--- config.mk ---
export PLATFORM = sky130hd
export DESIGN_NAME = btn_conditioner
export DESIGN_NICKNAME = d
export VERILOG_FILES = /design/src/rtl/btn_conditioner.sv
export SDC_FILE = /design/constraint.sdc
export NUM_CORES = 1
export LEC_CHECK = 0
export BUFFER_PORTS_ARGS = -buffer_cell sky130_fd_sc_hd__buf_2
export CAP_MARGIN = 20
export CORE_ASPECT_RATIO = 0.5
export CORE_MARGIN = 4
export CORE_UTILIZATION = 45
export DETAILED_ROUTE_END_ITERATION = 6
export GPL_ROUTABILITY_DRIVEN = 0
export MAX_ROUTING_LAYER = met4
export PLACE_DENSITY_LB_ADDON = 0.2
export REMOVE_ABC_BUFFERS = 1
export SETUP_SLACK_MARGIN = 0.5
export SLEW_MARGIN = 40
export SYNTH_ARGS = -nofsm -noshare
export SYNTH_HDL_FRONTEND = slang
export SYNTH_SLANG_ARGS = --single-unit
export TNS_END_PERCENT = 10
--- constraint.sdc ---
create_clock -name clk -period 1.84 [get_ports clk]
set_clock_uncertainty 0.1 [all_clocks]
set_input_delay 0.092 -clock clk [delete_from_list [all_inputs] [get_ports clk]]
set_output_delay 0.092 -clock clk [all_outputs]
set_load 0.03 [all_outputs]
--- src/rtl/btn_conditioner.sv ---
// Push-button and mode-switch conditioner.
// Each raw input is synchronized and debounced. Buttons raise one-shot events
// on press; the increment and decrement buttons also auto-repeat while held.
// Events wait in a pending set until the consumer takes them with tick. The
// lowest-index pending bit is presented first. A mode-switch change flushes
// all pending events and restarts the repeat timers.
module btn_conditioner #(
  parameter int DB_CYCLES  = 1000000,
  parameter int REP_DELAY  = 50000000,
  parameter int REP_PERIOD = 20000000
) (
  input  logic       clk,
  input  logic       rst,
  input  logic [2:0] btn_raw,
  input  logic [1:0] sw_raw,
  input  logic       tick,
  output logic [2:0] btn_evt,
  output logic [1:0] sw_stable,
  output logic [2:0] btn_level
);

  localparam int N_IN    = 5;
  localparam int MAX_AB  = (DB_CYCLES > REP_DELAY) ? DB_CYCLES : REP_DELAY;
  localparam int MAX_CNT = (MAX_AB > REP_PERIOD) ? MAX_AB : REP_PERIOD;
  // Wide enough to hold the largest terminal count without wrapping.
  localparam int CW      = $clog2(MAX_CNT + 1);

  localparam logic [CW-1:0] DB_LAST     = CW'(DB_CYCLES - 1);
  localparam logic [CW-1:0] DELAY_LAST  = CW'(REP_DELAY - 1);
  localparam logic [CW-1:0] PERIOD_LAST = CW'(REP_PERIOD - 1);

  // Switches occupy the upper two bits, so bit order matches the outputs.
  logic [N_IN-1:0] raw_in;
  logic [N_IN-1:0] sync1_q, sync1_d;
  logic [N_IN-1:0] sync2_q, sync2_d;
  logic [N_IN-1:0] stable;

  logic [2:0] level_q, level_d;
  logic [1:0] sw_q, sw_d;
  logic [2:0] pending_q, pending_d;
  logic [2:0] evt_q, evt_d;
  logic [2:0] rep_fire;
  logic [2:0] raise;
  logic       sw_change;

  assign raw_in = {sw_raw, btn_raw};

  // Detect a new switch level in the same cycle that it becomes the output.
  assign sw_change = (stable[4:3] != sw_q);

  genvar gi;

  // One debounce counter and one accepted level per synchronized input.
  for (gi = 0; gi < N_IN; gi++) begin : g_db
    logic [CW-1:0] cnt_q, cnt_d;
    logic          stab_q, stab_d;

    // Count consecutive mismatches and accept the new level after DB_CYCLES of them.
    always_comb begin
      cnt_d  = '0;
      stab_d = stab_q;
      if (sync2_q[gi] != stab_q) begin
        if (cnt_q == DB_LAST) begin
          stab_d = sync2_q[gi];
        end else begin
          cnt_d = cnt_q + CW'(1);
        end
      end
    end

    // Debounce state register.
    always_ff @(posedge clk) begin
      if (rst) begin
        cnt_q  <= '0;
        stab_q <= 1'b0;
      end else begin
        cnt_q  <= cnt_d;
        stab_q <= stab_d;
      end
    end

    assign stable[gi] = stab_q;
  end

  // Restore-default never repeats.
  assign rep_fire[0] = 1'b0;

  // Auto-repeat timers, one each for increment and decrement.
  for (gi = 1; gi < 3; gi++) begin : g_rep
    logic [CW-1:0] hold_q, hold_d;
    logic          phase_q, phase_d;  // 0: initial delay, 1: periodic repeat
    logic          fire;

    // Time the held button: first event after REP_DELAY, then every REP_PERIOD.
    always_comb begin
      hold_d  = '0;
      phase_d = 1'b0;
      fire    = 1'b0;
      if (level_q[gi] && !sw_change) begin
        hold_d  = hold_q + CW'(1);
        phase_d = phase_q;
        if ((!phase_q && hold_q == DELAY_LAST) ||
            ( phase_q && hold_q == PERIOD_LAST)) begin
          fire    = 1'b1;
          hold_d  = '0;
          phase_d = 1'b1;
        end
      end
    end

    // Repeat timer register.
    always_ff @(posedge clk) begin
      if (rst) begin
        hold_q  <= '0;
        phase_q <= 1'b0;
      end else begin
        hold_q  <= hold_d;
        phase_q <= phase_d;
      end
    end

    assign rep_fire[gi] = fire;
  end

  // Synchronizer chain, registered outputs, and pending-event bookkeeping.
  always_comb begin
    sync1_d   = raw_in;
    sync2_d   = sync1_q;
    level_d   = stable[2:0];
    sw_d      = stable[4:3];
    raise     = (level_d & ~level_q) | rep_fire;
    pending_d = pending_q;
    // Retire only the presented event; a new raise of that bit wins below.
    if (tick) begin
      pending_d = pending_d & ~evt_q;
    end
    pending_d = pending_d | raise;
    if (sw_change) begin
      pending_d = '0;
    end
    // Present the lowest-index pending bit.
    evt_d = pending_d & (~pending_d + 3'd1);
  end

  // Main state register.
  always_ff @(posedge clk) begin
    if (rst) begin
      sync1_q   <= '0;
      sync2_q   <= '0;
      level_q   <= '0;
      sw_q      <= '0;
      pending_q <= '0;
      evt_q     <= '0;
    end else begin
      sync1_q   <= sync1_d;
      sync2_q   <= sync2_d;
      level_q   <= level_d;
      sw_q      <= sw_d;
      pending_q <= pending_d;
      evt_q     <= evt_d;
    end
  end

  assign btn_evt   = evt_q;
  assign btn_level = level_q;
  assign sw_stable = sw_q;

endmodule

==> flow_metrics.env <==
export IMPL_synth_seq_area_share_pct=45.9
export IMPL_areaGrowthSynthToFinish_pct=38.5
export IMPL_worst_pin_slew_ns=0.478
export IMPL_core_area_mm2=0.0197
export IMPL_netSwitchingFraction_pct=20.8
export IMPL_fin_total_pwr_mw=8.89
export IMPL_max_slew_margin_pct=67.8
export IMPL_final_max_slew_violation_count=0
export IMPL_path_clk_slew_ns=0.07
export IMPL_switchingPower_mw=1.85
export IMPL_rr_startpoint="g_db[1].cnt_q[10]"
export IMPL_yosys_area_share_xor_xnor_pct=16.7
export IMPL_post_place_cells=1378
export IMPL_firstDrtPassIters=4
export IMPL_num_fill_cells=1557
export IMPL_r2r_end="g_db[1].cnt_q[2]"
export IMPL_fmaxAchievable_ghz=0.514
export IMPL_drcViolationCount=0
export IMPL_status="finished with violations"
export IMPL_min_delay_start="rst"
export IMPL_holdWs_ns=0.0296
export IMPL_dpl_instance_area_mm2=0.0101
export IMPL_critPathArrivalTime_ns=2.22
export IMPL_clk_latency_ns=0.50
export IMPL_die_area_mm2=0.0228
export IMPL_max_cap_violations=0
export IMPL_ioPinCount=16
export IMPL_vias_per_cell=5.14
export IMPL_cts_tree="done"
export IMPL_path_max_fanout=6
export IMPL_grt_pass1_wl_mm=34.0
export IMPL_setup_viol=27
export IMPL_yosys_area_top_type="dfxtp_1"
export IMPL_peakVddDrop_mv=0.433
export IMPL_wl_per_cell_um=13.8
export IMPL_antennaDiodeCount=0
export IMPL_syn_area_mm2=0.00912
export IMPL_comb_power_share_pct=1.7
export IMPL_cts_path_max_buffers=3
export IMPL_rows=36
export IMPL_rsz0062_at_grt="true"
export IMPL_power_share_sequential_pct=51.0
export IMPL_leakagePower_nw=4.15
export IMPL_postRouteAntennaNets=0
export IMPL_cts_made_buffers=20
export IMPL_worst_slack_ns=-0.107
export IMPL_r2r_setup_slack_ns=-0.11
export IMPL_vias=7427
export IMPL_cts_htree_levels=1
export IMPL_min_period_over_period_pct=106
export IMPL_r2r_cells=7
export IMPL_grt_max_degree=27
export IMPL_fin_nets=1179
export IMPL_grt_ovfl_total=0
export IMPL_yosys_area_share_simple_pct=32.0
export IMPL_crit_type="reg -> reg"
export IMPL_p_int_mw=7.04
export IMPL_stdcell_count=1444
export IMPL_grt_pass1_vias=7429
export IMPL_finalHoldViolCount=0
export IMPL_start_util_pct=46.3
export IMPL_synth_top_family_by_area="simple AND/OR/NAND/NOR gates"
export IMPL_p_clk_share_pct=47.4
export IMPL_ys_warn_count=0
export IMPL_worstSetupEndpointType="flop"
export IMPL_hold_path_class="in -> reg"
export IMPL_synth_area_mux_share_pct=0.549
export IMPL_yosysTopAreaCellShare_pct=45.9
export IMPL_ys_flop_type="dfxtp_1"
export IMPL_holdPathStages=3
export IMPL_dieWidth_um=209
export IMPL_clock_sinks=209
export IMPL_port_buffers=15
export IMPL_cp_start_kind="flop"
export IMPL_drt_iter0_drc=367
export IMPL_place_hpwl_mm=12.2
export IMPL_critPathRequiredTime_ns=2.11
export IMPL_netlist_instances=1032
export IMPL_die_height_um=109
export IMPL_antenna_found_initial=0
export IMPL_grtUsageTotal_pct=17.9
export IMPL_syn_area_per_cell_um2=8.84
export IMPL_wirelength_mm=20.0
export IMPL_ys_seq_elements=209
export IMPL_synthAdderAreaFrac_pct=0.960
export IMPL_layout_drive_gt1_share_pct=36.6
export IMPL_cts_root_buf="clkbuf_16"
export IMPL_design_area_mm2=0.0126
export IMPL_startpoint="g_db[1].cnt_q[10]"
export IMPL_synth_cell_types=43
export IMPL_layout_min_cycle_time_ns=1.95
export IMPL_synth_edf_count=0
export IMPL_synth_compound_area_share_pct=0.974
export IMPL_p_per_area_mw_per_mm2=704
export IMPL_async_flop_share_pct=0
export IMPL_holdPathEnd="btn_level[2]"
export IMPL_utilization_pct=64.2
export IMPL_synthTopCellsByArea="dfxtp_1, xor2_1, nor2_1, xnor2_1, nand3_1"
export IMPL_violations="setup timing"
## cells in the final DEF (no fill, tap or decap), types with 9 or more instances in the layout
cell type | synthesis | routed
and3_1 | 33 | 27
and4_1 | 18 | 13
buf_2 | 14 | 13
buf_4 | 5 | 92
buf_6 | 5 | 15
clkbuf_16 | 0 | 23
dfxtp_1 | 209 | 144
dfxtp_2 | 0 | 57
dlygate4sd3_1 | 0 | 11
inv_1 | 18 | 17
nand2_1 | 68 | 63
nand3_1 | 75 | 59
nand3_2 | 2 | 9
nand3_4 | 0 | 9
nand4_1 | 49 | 49
nor2_1 | 217 | 132
nor2_2 | 0 | 26
nor2_4 | 0 | 59
nor2b_1 | 16 | 16
nor3_1 | 31 | 19
nor3_2 | 1 | 10
nor4_2 | 2 | 10
xnor2_1 | 72 | 71
xor2_1 | 102 | 85
xor2_2 | 0 | 12
## metal layers
metal  wire length (um)  share of wire [%]  global-route usage (%)  vias to the layer above
li1                   -                  -                       -                     3761
met1               9280                 46                    22.2                     3559
met2               9860                 49                    31.5                       81
met3                555                2.8                    2.70                       26
met4                309                1.5                    3.72                        0
met5                  0                  0                       -                        -
## area by class of cell
class	instances	area [um2]	area share (%)
multi-input cells	772	5980	47.4
flip-flops and latches	209	4290	33.9
repair buffers	143	1280	10.2
clock buffers	29	606	4.79
well taps	266	333	2.63
clock inverters	7	73.8	0.584
inverters	18	67.6	0.535
## power groups by stage
stage | Clock [mW] | Sequential, mW | Combinational [mW]
after global routing | 4.49 | 4.53 | 0.161
after detailed placement | 0 | 4.65 | 0.0863
after global placement | 0 | 4.64 | 0.0843
final | 4.21 | 4.53 | 0.149
after CTS | 4.31 | 4.54 | 0.133
after floorplan | 0 | 4.64 | 0.0334
## synth_stat cells (2+ instances only)
library cell  number
nand2_1           68
mux2i_1            5
nor4_1            19
ha_1               7
inv_1             18
a21oi_1            2
buf_6              5
nor4_4             3
dfxtp_1          209
and4_1            18
nor4bb_1           3
nand4_1           49
or4_1              4
nor2_1           217
nor4b_1           10
xnor2_1           72
nor4_2             2
nor2b_1           16
o21ai_0            2
and3_1            33
xor2_1           102
buf_2             14
or2_2              3
or3_1              8
nor3b_1            3
nand3_2            2
nand3_1           75
a22oi_1            2
buf_4              5
and2_1             5
clkbuf_1           9
nor3_1            31
## flip-flops by register name, indices dropped and copies added (netlist names)
| register | count |
|---|---|
| btn_evt | 2 |
| pending_q | 3 |
| g_db.cnt_q | 130 |
| g_rep.phase_q | 2 |
| sw_stable | 2 |
| btn_level | 3 |
| sync2_q | 5 |
| g_db.stab_q | 5 |
| sync1_q | 5 |
| g_rep.hold_q | 52 |
## kinds of logic (layout without fill, tap and decap cells)
group	after synthesis	in the layout
AO/OA/AOI/OAI	12	12
AND/OR/NAND/NOR	574	574
adder cells (fa/ha/maj)	7	7
multiplexers	5	5
buffers and inverters	51	197
flip-flops	209	209
XOR/XNOR	174	174
## critical path: stages, from the launching register on
cell	delay (ns)
dfxtp_2	0.32
or4b_4	0.53
nor3_2	0.18
and4_4	0.26
or3_4	0.15
buf_6	0.12
clkbuf_16	0.14
nor2_1	0.04
## worst max path at each step
stage,to,depth (start not counted)
4_1_cts,g_db[1].cnt_q[8],7
3_5_place_dp,g_rep[1].hold_q[22],6
2_1_floorplan,g_db[1].cnt_q[10],5
5_1_grt,g_db[1].cnt_q[3],7
6_report,g_db[1].cnt_q[2],7
3_3_place_gp,g_rep[1].hold_q[24],6
## through the flow
step                      setup WS, ns  setup TNS (ns)
after floorplan                 -0.194          -18.85
after global placement          -0.101           -1.52
after detailed placement        -0.133           -2.53
after CTS                      -0.0909           -1.96
after global routing            -0.153           -5.22
final                           -0.107           -2.29
## timing repair
item | CTS | global route
setup buffers | 12 | 2
hold buffers | 11 | 0
cloned | 3 | 2
hold endpoints to repair | 16 | 0
resized for setup | 237 | 138
pin swaps | 157 | 92
setup endpoints to repair | 194 | 196
Note: power is estimated with default switching activity, not from simulation.
